--- src/rtl/hazard_resolve_unit.sv ---
// Pipeline hazard control: registered EX forwarding selects, load-use stall,
// taken-branch flush and saturating performance counters.
module hazard_resolve_unit #(
  parameter int LOAD_STALL_CYCLES = 1,
  parameter int CNT_W             = 16
) (
  input  logic             clk,
  input  logic             rst_n,
  input  logic             R1_EX_Related,
  input  logic             R1_MEM_Related,
  input  logic             R2_EX_Related,
  input  logic             R2_MEM_Related,
  input  logic             EX_MemToReg,
  input  logic             EX_BranchTaken,
  output logic             PC_En,
  output logic             IFID_En,
  output logic             IFID_Flush,
  output logic             IDEX_Flush,
  output logic [1:0]       R1_Fwd_Sel,
  output logic [1:0]       R2_Fwd_Sel,
  output logic [CNT_W-1:0] Stall_Cnt,
  output logic [CNT_W-1:0] Flush_Cnt,
  output logic [CNT_W-1:0] Fwd_Cnt,
  output logic             Dbg_State
);

  typedef enum logic {ST_RUN = 1'b0, ST_LSTALL = 1'b1} state_t;

  localparam logic [2:0] STALL_RELOAD = 3'(LOAD_STALL_CYCLES - 1);
  localparam bit         MULTI_STALL  = (LOAD_STALL_CYCLES > 1);

  localparam logic [1:0] SEL_RF  = 2'b00;
  localparam logic [1:0] SEL_EXM = 2'b01;
  localparam logic [1:0] SEL_MWB = 2'b10;

  state_t           r_state;
  state_t           w_state_nxt;
  logic [2:0]       r_cnt;
  logic [2:0]       w_cnt_nxt;
  logic             w_load_use;
  logic [1:0]       w_r1_sel;
  logic [1:0]       w_r2_sel;
  logic [1:0]       r_r1_sel;
  logic [1:0]       r_r2_sel;
  logic [CNT_W-1:0] r_stall_cnt;
  logic [CNT_W-1:0] r_flush_cnt;
  logic [CNT_W-1:0] r_fwd_cnt;

  assign w_load_use = EX_MemToReg & (R1_EX_Related | R2_EX_Related);

  always_ff @(posedge clk or negedge rst_n) begin
    if (!rst_n) begin
      r_state <= ST_RUN;
      r_cnt   <= 3'd0;
    end else begin
      r_state <= w_state_nxt;
      r_cnt   <= w_cnt_nxt;
    end
  end

  // A taken branch squashes the stalled instruction, so it aborts any stall.
  always_comb begin
    w_state_nxt = r_state;
    w_cnt_nxt   = r_cnt;
    if (EX_BranchTaken) begin
      w_state_nxt = ST_RUN;
      w_cnt_nxt   = 3'd0;
    end else begin
      case (r_state)
        ST_RUN: begin
          if (w_load_use) begin
            w_cnt_nxt   = STALL_RELOAD;
            w_state_nxt = MULTI_STALL ? ST_LSTALL : ST_RUN;
          end
        end
        ST_LSTALL: begin
          w_cnt_nxt = r_cnt - 3'd1;
          if (r_cnt == 3'd1) w_state_nxt = ST_RUN;
        end
        default: w_state_nxt = ST_RUN;
      endcase
    end
  end

  always_comb begin
    PC_En      = 1'b1;
    IFID_En    = 1'b1;
    IFID_Flush = 1'b0;
    IDEX_Flush = 1'b0;
    if (EX_BranchTaken) begin
      IFID_Flush = 1'b1;
      IDEX_Flush = 1'b1;
    end else if (r_state == ST_LSTALL || w_load_use) begin
      PC_En      = 1'b0;
      IFID_En    = 1'b0;
      IDEX_Flush = 1'b1;
    end
  end

  // EX match wins over MEM: it is the younger producer of the register.
  always_comb begin
    w_r1_sel = SEL_RF;
    w_r2_sel = SEL_RF;
    if (!IDEX_Flush) begin
      if (R1_EX_Related)       w_r1_sel = SEL_EXM;
      else if (R1_MEM_Related) w_r1_sel = SEL_MWB;
      if (R2_EX_Related)       w_r2_sel = SEL_EXM;
      else if (R2_MEM_Related) w_r2_sel = SEL_MWB;
    end
  end

  always_ff @(posedge clk or negedge rst_n) begin
    if (!rst_n) begin
      r_r1_sel    <= SEL_RF;
      r_r2_sel    <= SEL_RF;
      r_stall_cnt <= '0;
      r_flush_cnt <= '0;
      r_fwd_cnt   <= '0;
    end else begin
      r_r1_sel <= w_r1_sel;
      r_r2_sel <= w_r2_sel;
      if (!PC_En && !(&r_stall_cnt))
        r_stall_cnt <= r_stall_cnt + CNT_W'(1);
      if (EX_BranchTaken && !(&r_flush_cnt))
        r_flush_cnt <= r_flush_cnt + CNT_W'(1);
      if ((w_r1_sel != SEL_RF || w_r2_sel != SEL_RF) && !(&r_fwd_cnt))
        r_fwd_cnt <= r_fwd_cnt + CNT_W'(1);
    end
  end

  assign R1_Fwd_Sel = r_r1_sel;
  assign R2_Fwd_Sel = r_r2_sel;
  assign Stall_Cnt  = r_stall_cnt;
  assign Flush_Cnt  = r_flush_cnt;
  assign Fwd_Cnt    = r_fwd_cnt;
  assign Dbg_State  = r_state;

endmodule

--- config.mk ---
export PLATFORM = sky130hd
export DESIGN_NAME = hazard_resolve_unit
export DESIGN_NICKNAME = d
export VERILOG_FILES = /design/src/rtl/hazard_resolve_unit.sv
export SDC_FILE = /design/constraint.sdc
export NUM_CORES = 1
export LEC_CHECK = 0
export CAP_MARGIN = 30
export CORE_MARGIN = 10
export CORE_UTILIZATION = 49
export DETAILED_ROUTE_END_ITERATION = 10
export GPL_ROUTABILITY_DRIVEN = 0
export HOLD_SLACK_MARGIN = 0.1
export PLACE_DENSITY = 0.87
export SKIP_CTS_REPAIR_TIMING = 1
export SLEW_MARGIN = 30
export SYNTH_ARGS = -nofsm -noshare
export SYNTH_HDL_FRONTEND = slang
export SYNTH_SLANG_ARGS = --single-unit
--- constraint.sdc ---
create_clock -name clk -period 2.33 [get_ports clk]
set_clock_uncertainty 0.05 [all_clocks]
set_input_delay 0.466 -clock clk [delete_from_list [all_inputs] [get_ports clk]]
set_output_delay 0.466 -clock clk [all_outputs]
set_load 0.02 [all_outputs]
# After elaboration in Yosys (flattened, before gate mapping)

Cells that the tools add are included.

Add/sub/neg operators: 4
Equal/unequal tests: 2
Multiplexer cells: 17
Bitwise gates (word level): 3
Reductions and logical operators: 14

Operators with widths:

| kind                                             | count |
|---|---|
| adder 16 x 1 -> 16 bit, second input constant    | 3 |
| AND reduction 16 bit                             | 3 |
| 2-to-1 mux 2 bit                                 | 6 |
| 2-to-1 mux 1 bit                                 | 7 |
| 2-to-1 mux 3 bit                                 | 2 |
| one-hot mux 3 bit (2 select lines)               | 1 |
| logical NOT 1 bit                                | 4 |
| nonzero test 2 bit                               | 2 |
| == test 3 x 1 -> 1 bit, second input constant    | 1 |
| logical AND 1 bit                                | 3 |
| inequality test 3 bit, second input constant     | 1 |
| subtractor 3 x 1 -> 3 bit, second input constant | 1 |
| logical OR 1 bit                                 | 2 |
| one-hot mux 1 bit (2 select lines)               | 1 |
| AND 1 bit                                        | 1 |
| inverter 1 bit                                   | 1 |
| OR 1 bit                                         | 1 |

Register bits after elaboration: 56
Output and inout port bits: 57

# Depth between registers and ports, before layout

Gate-level depths: netlist of the first run.

Depth after elaboration: 9
Mapped depth: 7
Depth with buffers taken out: 6

# Worst setup path after synthesis of the first run

Ideal clock, no wire load.

Kind: flip-flop to flip-flop
Start point: register r_stall_cnt[6] (netlist: Stall_Cnt[6])
End point: register r_stall_cnt[1] (netlist: Stall_Cnt[1])
Library setup time: 0.125 ns
Arrival time: 1.664 ns
Required time: 2.155 ns
Slack: 0.491 ns
Stages on the path, launching flop included: 5
Buffers on the path: 0
Period minus slack after synthesis: 1.839 ns
Path through: dfrtp_1 -> and4_1 -> and4_1 -> a21oi_1 -> mux2_2

Word-level cells in the longest chain between the ends: 3

RTL lines:

| what                   | RTL line | source |
|---|---|---|
| from (decl)            | 45       | `logic [CNT_W-1:0] r_stall_cnt;` |
| from (signal assigned) | 123      | `r_stall_cnt <= r_stall_cnt + CNT_W'(1);` |
| AND reduction 16 bit   | 122      | `if (!PC_En && !(&r_stall_cnt))` |
| logical NOT 1 bit      | 122      |  |
| logical AND 1 bit      | 122      |  |

No other way between the ends.
A chain may end at the register's enable or synchronous reset.

# Worst setup path after layout of the first run

Start point: input port R2_EX_Related
End point: register r_fwd_cnt[1] (netlist: Fwd_Cnt[1])

Word-level cells in the longest chain between the ends: 9
Elaborated cells on any way between the ends: 12
Classes of those cells: 5 x mux; 2 x bitwise; 5 x reduce/logical

RTL lines:

| what                  | RTL line | source |
|---|---|---|
| from (decl)           | 11       | `input logic R2_EX_Related,` |
| OR 1 bit              | 49       | `assign w_load_use = EX_MemToReg & (R1_EX_Related \| R2_EX_Related);` |
| AND 1 bit             | 49       |  |
| logical OR 1 bit      | 93       | `end else if (r_state == ST_LSTALL \|\| w_load_use) begin` |
| 2-to-1 mux 1 bit      | 93       |  |
| 2-to-1 mux 1 bit      | 90       | `if (EX_BranchTaken) begin` |
| 2-to-1 mux 2 bit      | 104      | `if (!IDEX_Flush) begin` |
| nonzero test 2 bit    | 126      | `if ((w_r1_sel != SEL_RF \|\| w_r2_sel != SEL_RF) && !(&r_fwd_cnt))` |
| logical OR 1 bit (*)  | 126      |  |
| logical AND 1 bit (*) | 126      |  |
| to (signal assigned)  | 127      | `r_fwd_cnt <= r_fwd_cnt + CNT_W'(1);` |
| to (decl)             | 47       | `logic [CNT_W-1:0] r_fwd_cnt;` |

Mark *: on every way between the ends. The rest lies on a longest branch, timed or not.

==> results of run 1 <==
[final cells by class]
cell class / instances / area [um2] / share of cell area [%]
Sequential cell: 56 / 1400 / 39.9
Clock buffer: 8 / 90.1 / 2.56
Multi-Input combinational cell: 167 / 1150 / 32.8
Tap cell: 70 / 87.6 / 2.49
Inverter: 9 / 33.8 / 0.961
Timing Repair Buffer: 76 / 748 / 21.3
[routing by layer]
metal / track usage (%) / routed length [um] / up-vias
met3: 4.64 / 354 / 5
met4: 4.50 / 49 / 0
met2: 23.9 / 2910 / 52
li1: - / - / 1004
met1: 15.5 / 2480 / 987
met5: 0 / 0 / -
[metrics by stage]
stage	setup TNS [ns]	total power, uW	cells	hold WS [ns]	util [%]
4_1_cts	-0.559	2910	386	0.137	68.2
2_1_floorplan	0	1870	236	0.120	-
5_1_grt	0	3050	386	0.159	68.4
6_report	0	2880	386	0.122	68.4
3_5_place_dp	-1.17	2380	378	0.431	66.4
3_3_place_gp	-0.575	2350	378	0.427	66.4
[cell families after synthesis]
kind of cell	after synthesis	share of synthesized area [%]
XOR/XNOR	37	12.4
AND/OR/NAND/NOR	93	19.2
buffers and inverters	13	2.25
AO/OA/AOI/OAI	27	8.04
flip-flops	56	53.6
multiplexers	5	2.11
adder cells (fa/ha/maj)	5	2.39
[layout by cell type, fill, tap and decap left out, drive strengths merged, types with 2 or more instances in the layout]
| cell type | instances |
|---|---|
| o21a | 3 |
| inv | 9 |
| nor4 | 2 |
| buf | 13 |
| dlymetal6s2s | 4 |
| and4 | 6 |
| nand2b | 2 |
| a2111oi | 2 |
| xnor2 | 27 |
| nor3b | 2 |
| nand2 | 19 |
| nor2 | 14 |
| nor3 | 6 |
| mux2 | 4 |
| o21ai | 3 |
| o22ai | 2 |
| a31oi | 5 |
| ha | 5 |
| xor2 | 10 |
| a21oi | 6 |
| and3 | 5 |
| nand3 | 15 |
| dfrtp | 56 |
| clkbuf | 8 |
| clkdlybuf4s50 | 59 |
| nand4 | 17 |
[worst min path at each step]
stage	startpoint	endpoint	slack, ns	cells after the start
final	rst_n	R1_Fwd_Sel[1]$_DFF_PN0_	0.12	1
after CTS	rst_n	R2_Fwd_Sel[0]$_DFF_PN0_	0.14	1
after detailed placement	Stall_Cnt[14]$_DFFE_PN0P_	Stall_Cnt[14]$_DFFE_PN0P_	0.43	1
after floorplan	rst_n	Dbg_State$_DFF_PN0_	0.12	0
after global routing	rst_n	Fwd_Cnt[5]$_DFFE_PN0P_	0.16	1
after global placement	Stall_Cnt[14]$_DFFE_PN0P_	Stall_Cnt[14]$_DFFE_PN0P_	0.43	1
[sequential cells by signal, indices dropped and copies added, names as in the netlist]
signal / count
Stall_Cnt: 16
R2_Fwd_Sel: 2
Flush_Cnt: 16
r_cnt: 3
Dbg_State: 1
R1_Fwd_Sel: 2
Fwd_Cnt: 16
[cells in the mapped netlist (5+ instances only)]
library cell | number | share of area [%]
a21oi_1 | 6 | 1.1
dfrtp_1 | 56 | 54
nand4_1 | 16 | 3.8
inv_1 | 9 | 1.3
xor2_1 | 10 | 3.4
ha_1 | 5 | 2.4
nor2_1 | 14 | 2.0
nand3_1 | 15 | 2.9
nor3_1 | 6 | 1.1
and4_1 | 6 | 2.0
nand2_1 | 19 | 2.7
xnor2_1 | 27 | 9.0
and3_1 | 5 | 1.2
a31oi_1 | 5 | 1.2
[report_power, final]
part           internal, uW  switching [uW]
clock                   243             292
combinational           475             494
sequential             1140             232
==> qor.yml, run 1 <==
status: "complete, no violations"
coreArea_um2: 5140
setup_ws_ns: 0.178
reg2reg_from: "Stall_Cnt[0]$_DFFE_PN0P_"
critPathArrivalTime_ns: 2.29
antenna_found_initial: 0
antenna_cells: 0
maxSlewHeadroom_pct: 58.3
post-route-period-util_pct: 92.3
cpMostUsedCell: "buf_4"
firstDrtPassIters: 5
cts_tree: "built"
fillers: 434
path_cells: "clkdlybuf4s50_1 -> buf_4 -> or4_1 -> nand3_1 -> a41oi_1 -> buf_4 -> mux2_2"
r2r_cells: 6
ys_types: 39
wl_per_cell_um: 15.0
syn_area_um2: 2610
critPathCapture: "Fwd_Cnt[1]$_DFFE_PN0P_"
post_dp_cell_area_um2: 3410
finalHoldViolCount: 0
cts_buffer_depth: 2
area_growth_pct: 34.5
ir_worst_vdd_mv: 0.634
ys_async_sr_fraction_pct: 100
critPathTopFamily: "buffers and inverters"
clock-sinks: 56
start_kind: "input port"
vias_per_cell: 5.31
ys_ff_latch: 56
die_area_um2: 8660
startpoint: "R2_EX_Related"
synth_edf_count: 0
powerDensity_nw_per_um2: 818
grt_max_degree: 31
clk_latency_ns: 0.30
io_pins: 65
max_freq_mhz: 465
initial_utilization_pct: 50.9
syn_avg_cell_area_um2: 11.1
ant_nets: 0
tightest_slew_ns: 0.626
final_max_slew_viol_count: 0
required_ns: 2.47
drc: 0
drive_above_1_share_pct: 8.86
clk_pin_slew_ns: 0.10
setup_viol: 0
ys.flop_type: "dfrtp_1"
cap_violations: 0
die_w_um: 93.0
numPortBuffers: 64
dp_hpwl_mm: 4.57
worstSetupPathDepth: 7
syn_inst: 236
drtIter0Drc: 43
preCtsSetupSlack_ns: -0.171
crit_path_max_incr_delay_ns: 0.53
final_cell_area_um2: 3510
r2r_end: "Stall_Cnt[14]$_DFFE_PN0P_"
worstPathMaxFanout: 12
r2r_slack_ns: 0.46
num-nets-final: 328
grt_pass1_wl_mm: 9.77
grtUsageTotal_pct: 13.7
h-tree-depth: 2
crit_buf_inv: 3
ys_seq_area_share_pct: 53.6
criticalPathCategory: "in2reg"
critPathSlowestCell: "or4_1"
vias: 2048
p_leak_uw: 0.00150
grt_overflow_total: 0
critical_path.endpoint_type: "flop"
finalCriticalPeriod_ns: 2.15
die_y_um: 93.0
rsz0062_at_grt: "no"
rows: 26
cts_root_buf: "clkbuf_8"
syn-num-nets: 249
grt_pass1_vias: 2065
cts_buffers: 5
hold_class: "in2async"
ys_warn_count: 0
drt_wl_total_mm: 5.80
Power figures use the tool's default switching activity.
==> inputs of run 2 (changes only) <==
--- a/config.mk
+++ b/config.mk
@@ -5,14 +5,15 @@
 export SDC_FILE = /design/constraint.sdc
 export NUM_CORES = 1
 export LEC_CHECK = 0
+export ABC_AREA = 0
 export CAP_MARGIN = 30
+export CORE_ASPECT_RATIO = 1.1
 export CORE_MARGIN = 10
 export CORE_UTILIZATION = 49
 export DETAILED_ROUTE_END_ITERATION = 10
 export GPL_ROUTABILITY_DRIVEN = 0
 export HOLD_SLACK_MARGIN = 0.1
 export PLACE_DENSITY = 0.87
-export SKIP_CTS_REPAIR_TIMING = 1
 export SLEW_MARGIN = 30
 export SYNTH_ARGS = -nofsm -noshare
 export SYNTH_HDL_FRONTEND = slang
==> run 2 against run 1 <==
  * Fmax down 5.4%
  * Sequential share of layout area down 0.32 points
  * Power up 3.6%
  * Die area about the same
  * Final cell count up 0.78%
  * Register-to-register slack worse by 0.09 ns
  * First-iteration DRC count up 65%
  * Setup slack worse by 0.12 ns
  * Worst hold slack worse by 0.031 ns
  * Critical path type is now in2out
==> qor.yml, run 2 (synthesis gave the netlist of run 1 again) <==
status: "complete, no violations"
r2r_end: "Fwd_Cnt[1]$_DFFE_PN0P_"
crit_path_max_incr_delay_ns: 0.62  # +0.09 ns
reg2reg_from: "Fwd_Cnt[1]$_DFFE_PN0P_"
crit_buf_inv: 3  # unchanged
wl_per_cell_um: 15.0  # -0.41%
initial_utilization_pct: 51.2  # +0.39 points
clk_pin_slew_ns: 0.10  # about the same
rows: 27  # +3.8%
rsz0062_at_grt: "no"
worstPathMaxFanout: 6  # -6
grt_use_met3_pct: 4.94  # +0.31 points
area_growth_pct: 35.6
critPathCapture: "IFID_Flush"
critPathSlowestCell: "clkdlybuf4s50_1"
vias: 2097  # +2.4%
cap_violations: 0  # unchanged
io_pins: 65  # unchanged
r2r_cells: 5  # -1
final_cell_mix: "clkdlybuf4s50_1 (60), dfrtp_1 (56), xnor2_1 (27)"
critPathArrivalTime_ns: 1.76  # -0.53 ns
finalHoldViolCount: 0  # unchanged
top_usage_layer: "met2"
maxSlewHeadroom_pct: 61.0  # +2.7 points
critPathTopFamily: "buffers and inverters"
ant_nets: 0  # unchanged
tightest_slew_ns: 0.585  # -0.0409 ns
drive_above_1_share_pct: 9.78  # +0.92 points
met1_usage_pct: 15.8  # +0.30 points
setup_ws_ns: 0.0544  # -0.124 ns
preCtsSetupSlack_ns: -0.330  # -0.159 ns
die_y_um: 96.6  # +3.8%
path_cells: "clkdlybuf4s50_1 -> buf_4 -> clkdlybuf4s50_1"
grt_pass1_wl_mm: 9.65  # -1.3%
startpoint: "EX_BranchTaken"
p_leak_uw: 0.00149  # -0.49%
finalCriticalPeriod_ns: 2.28  # +0.124 ns
fillers: 382  # -12%
start_kind: "input port"
drt_wl_total_mm: 5.82  # +0.36%
ir_worst_vdd_mv: 0.595  # -6.2%
grt_max_degree: 25  # -19%
firstDrtPassIters: 4  # -1
r2r_slack_ns: 0.37  # -0.09 ns
dp_hpwl_mm: 4.49  # -1.9%
criticalPathCategory: "in2out"
antenna_found_initial: 0  # unchanged
critical_path.endpoint_type: "output port"
drc: 0  # unchanged
hold_class: "in2async"
antenna_cells: 0  # unchanged
grt_pass1_vias: 2100  # +1.7%
grtUsageTotal_pct: 13.5  # -0.24 points
num-nets-final: 329  # +0.30%
cts_buffers: 5  # unchanged
cts_buffer_depth: 2  # unchanged
final_common_cell: "clkdlybuf4s50_1"
worstSetupPathDepth: 3  # -4
setup_viol: 0  # unchanged
cts_root_buf: "clkbuf_8"
cts_tree: "built"
utilization_pct: 69.5  # +1.1 points
post-route-period-util_pct: 97.7  # +5.3 points
grt_overflow_total: 0  # unchanged
power_uw: 2980  # +3.6%
numPortBuffers: 64  # unchanged
cpMostUsedCell: "clkdlybuf4s50_1"
hold_buffers: 0
h-tree-depth: 2  # unchanged
die_w_um: 89.6  # -3.7%
coreArea_um2: 5100  # -0.75%
die_area_um2: 8660  # about the same
drtIter0Drc: 71  # +65%
vias_per_cell: 5.39  # +1.6%
max_freq_mhz: 439  # -5.4%
required_ns: 1.81  # -0.66 ns
met2_usage_pct: 22.5  # -1.4 points
final_max_slew_viol_count: 0  # unchanged
clk_latency_ns: 0.30  # about the same
powerDensity_nw_per_um2: 841  # +2.8%
clock-sinks: 56  # unchanged
## run 2: final cells by class
| cell class | count | area (um2) | share of cell area [%] |
|---|---|---|---|
| multi-input combinational | 167 | 1170 | 33.0 |
| clock inverter | 2 | 35.0 | 0.989 |
| clock buffer | 6 | 72.6 | 2.05 |
| sequential | 56 | 1400 | 39.5 |
| timing repair buffer | 77 | 742 | 20.9 |
| inverter | 9 | 33.8 | 0.953 |
| tap | 72 | 90.1 | 2.54 |
## run 2: timing repair
action | CTS | global route
setup buffers | 0 | 0
setup endpoints to repair | 6 | 2
resized for setup | 4 | 1
## run 2: worst min-delay path by stage
| stage | slack (ns) | cells after the start | startpoint | endpoint |
|---|---|---|---|---|
| 2_1_floorplan | 0.12 | 0 | rst_n | Dbg_State$_DFF_PN0_ |
| 3_3_place_gp | 0.43 | 1 | Stall_Cnt[9]$_DFFE_PN0P_ | Stall_Cnt[9]$_DFFE_PN0P_ |
| 3_5_place_dp | 0.42 | 1 | Stall_Cnt[9]$_DFFE_PN0P_ | Stall_Cnt[9]$_DFFE_PN0P_ |
| 4_1_cts | 0.10 | 1 | rst_n | Fwd_Cnt[3]$_DFFE_PN0P_ |
| 5_1_grt | 0.11 | 1 | rst_n | Fwd_Cnt[4]$_DFFE_PN0P_ |
| 6_report | 0.09 | 1 | rst_n | Fwd_Cnt[3]$_DFFE_PN0P_ |
## run 2: report_power, final
group | total, uW | switching [uW] | internal [uW]
combinational | 998 | 509 | 489
sequential | 1360 | 225 | 1140
clock | 617 | 298 | 319
total | 2980 | 1030 | 1950
## run 2: routing by layer
layer / vias up / routed length (um) / part of all wire, %
li1: 1001 / - / -
met1: 1021 / 2380 / 41
met2: 65 / 2920 / 50
met3: 10 / 463 / 8.0
met4: 0 / 59 / 1.0
met5: - / 0 / 0
## run 2: per-stage QoR
step                TNS [ns]  std cells  hold slack, ns  instance area, um2
floorplan                  0        236           0.120                2610
global placement       -3.31        381           0.426                3420
detailed placement     -4.24        381           0.423                3420
CTS                        0        389           0.101                3540
global route               0        389           0.105                3540
finish                     0        389          0.0915                3540
==> inputs of run 3 (changes only) <==
--- a/config.mk
+++ b/config.mk
@@ -12,8 +12,9 @@
 export CORE_UTILIZATION = 49
 export DETAILED_ROUTE_END_ITERATION = 10
 export GPL_ROUTABILITY_DRIVEN = 0
-export HOLD_SLACK_MARGIN = 0.1
+export MAX_ROUTING_LAYER = met4
 export PLACE_DENSITY = 0.87
+export SETUP_SLACK_MARGIN = 0.4
 export SLEW_MARGIN = 30
 export SYNTH_ARGS = -nofsm -noshare
 export SYNTH_HDL_FRONTEND = slang
==> run 3 against run 2 <==
  * The run now ends with design-rule violations left
  * Global-route usage up 0.90 points
  * Design area is 4.2% higher
  * Fmax increased by 21%
  * Core utilization increased by 2.9 points
  * Clock power about the same
==> qor.yml, run 3 (synthesis gave the netlist of run 1 again) <==
power_frac_comb_pct: 33.3  # -0.2 points
cts_tree: "built"
dp.cells: 381  # unchanged
coreArea_um2: 5100  # unchanged
clk_pin_slew_ns: 0.10  # about the same
vias: 2107  # +0.48%
critPathTopFamily: "buffers and inverters"
maxSlewHeadroom_pct: 61.9  # +0.91 points
setup-tns-final_ns: 0  # unchanged
die_w_um: 89.6  # unchanged
antenna_found_initial: 0  # unchanged
num-nets-final: 334  # +1.5%
critPathSlowestCell: "clkdlybuf4s50_1"
grt_pass1_vias: 2182  # +3.9%
clock-sinks: 56  # unchanged
p_leak_uw: 0.00193  # +30%
critical_path.endpoint_type: "output port"
final_max_slew_viol_count: 0  # unchanged
vias_per_cell: 5.35  # -0.80%
crit_buf_inv: 1  # -2
met2_length_mm: 3.23  # +11%
clk_latency_ns: 0.30  # about the same
final_cell_area_um2: 3690  # +4.2%
tightest_slew_ns: 0.571  # -0.0137 ns
grt_overflow_total: 0  # unchanged
p_sw_share_pct: 35.2  # +0.52 points
power_switching_uw: 1040  # +1.2%
grt_max_degree: 25  # unchanged
required_ns: 1.81  # about the same
max_freq_mhz: 530  # +21%
antenna_cells: 0  # unchanged
die_y_um: 96.6  # unchanged
critPathArrivalTime_ns: 1.37  # -0.39 ns
post_dp_cell_area_um2: 3420  # unchanged
ir_worst_vdd_mv: 0.644  # +8.2%
initial_utilization_pct: 51.2  # unchanged
cts_root_buf: "clkbuf_8"
cell_internal_pwr_uw: 1930  # -1.1%
numPortBuffers: 64  # unchanged
hold_class: "in2async"
finalCriticalPeriod_ns: 1.89  # -0.388 ns
ant_nets: 0  # unchanged
crit_path_max_incr_delay_ns: 0.64  # +0.02 ns
final_cell_mix: "dfrtp_1 (55), xnor2_1 (27), dlymetal6s2s_1 (27)"
drive_above_1_share_pct: 14.3  # +4.5 points
setup_viol: 0  # unchanged
p_seq_share_pct: 45.9  # about the same
post-route-period-util_pct: 81.0  # -17 points
hold_buffers: 0  # unchanged
rows: 27  # unchanged
cts_buffer_depth: 2  # unchanged
utilization_pct: 72.4  # +2.9 points
grtUsageTotal_pct: 14.4  # +0.90 points
area_growth_pct: 41.3
io_pins: 65  # unchanged
grt_pass1_wl_mm: 10.0  # +3.7%
cap_violations: 0  # unchanged
dp_hpwl_mm: 4.49  # unchanged
top_layer_used: "met4"
die_area_um2: 8660  # unchanged
drt_wl_total_mm: 6.23  # +7.1%
dr_wl_met3_um: 403  # -13%
violations: "design-rule violations"
start_kind: "flop"
h-tree-depth: 2  # unchanged
criticalPathCategory: "reg2out"
final_common_cell: "dfrtp_1"
drc: 3  # +3
holdWs_ns: 0.0947  # +0.00318 ns
drt-met1-wl_mm: 2.55  # +7.0%
path_cells: "clkdlybuf4s50_1"
finalHoldViolCount: 0  # unchanged
cts_buffers: 5  # unchanged
firstDrtPassIters: 7  # +3
powerDensity_nw_per_um2: 804  # -4.3%
worstPathMaxFanout: 4  # -2
status: "finished, violations left"
wl_per_cell_um: 15.8  # +5.7%
drtIter0Drc: 114  # +61%
rsz0062_at_grt: "yes"
power_frac_clock_pct: 20.8  # about the same
fin_cells: 394  # +1.3%
==> run 3: metrics by stage <==
| stage | power [uW] | worst slack (ns) |
|---|---|---|
| floorplan | 1870 | 0.491 |
| CTS | 3010 | 0.377 |
| detailed placement | 2400 | -0.330 |
| global route | 3140 | 0.356 |
| finish | 2970 | 0.442 |
| global placement | 2360 | -0.276 |
==> run 3: area by class of cell <==
cell class / count / area [um2]
inverters: 9 / 33.8
multi-input cells: 167 / 1210
well taps: 72 / 90.1
repair buffers: 82 / 847
clock buffers: 6 / 72.6
flip-flops and latches: 56 / 1400
fillers: 344 / 1410
clock inverters: 2 / 35.0
==> run 3: worst paths after layout <==
| check | cells after the start | endpoint | start | slack (ns) |
|---|---|---|---|---|
| max in group asynchronous | 2 | Stall_Cnt[14]$_DFFE_PN0P_ | rst_n | 1.55 |
| setup reg to reg | 5 | Fwd_Cnt[8]$_DFFE_PN0P_ | Fwd_Cnt[1]$_DFFE_PN0P_ | 0.46 |
| setup / recovery | 1 | Fwd_Cnt[14] | Fwd_Cnt[14]$_DFFE_PN0P_ | 0.44 |
| hold reg to reg | 1 | Stall_Cnt[9]$_DFFE_PN0P_ | Stall_Cnt[9]$_DFFE_PN0P_ | 0.44 |
| min in group clk | 1 | Stall_Cnt[9]$_DFFE_PN0P_ | Stall_Cnt[9]$_DFFE_PN0P_ | 0.44 |
| hold / removal | 1 | Fwd_Cnt[3]$_DFFE_PN0P_ | rst_n | 0.09 |
==> run 3: routing by layer <==
layer / vias to the layer above / GRT usage [%]
met2: 58 / 23.7
met1: 1028 / 16.7
li1: 1013 / -
met5: - / -
met4: 0 / 4.01
met3: 8 / 3.85
==> run 3: power by group through the flow <==
stage / registers (uW) / clock network (uW) / logic, uW
floorplan: 1560 / 0 / 308
global placement: 1370 / 0 / 987
detailed placement: 1380 / 0 / 1010
CTS: 1360 / 633 / 1020
global route: 1390 / 681 / 1070
finish: 1360 / 617 / 990
==> run 3: what timing repair did <==
action / CTS / global route
gates resized for setup: 34 / 32
pin swaps: 5 / 1
buffers inserted: 3 / 2
setup endpoints to repair: 32 / 51
hold endpoints to repair: 0 / 0
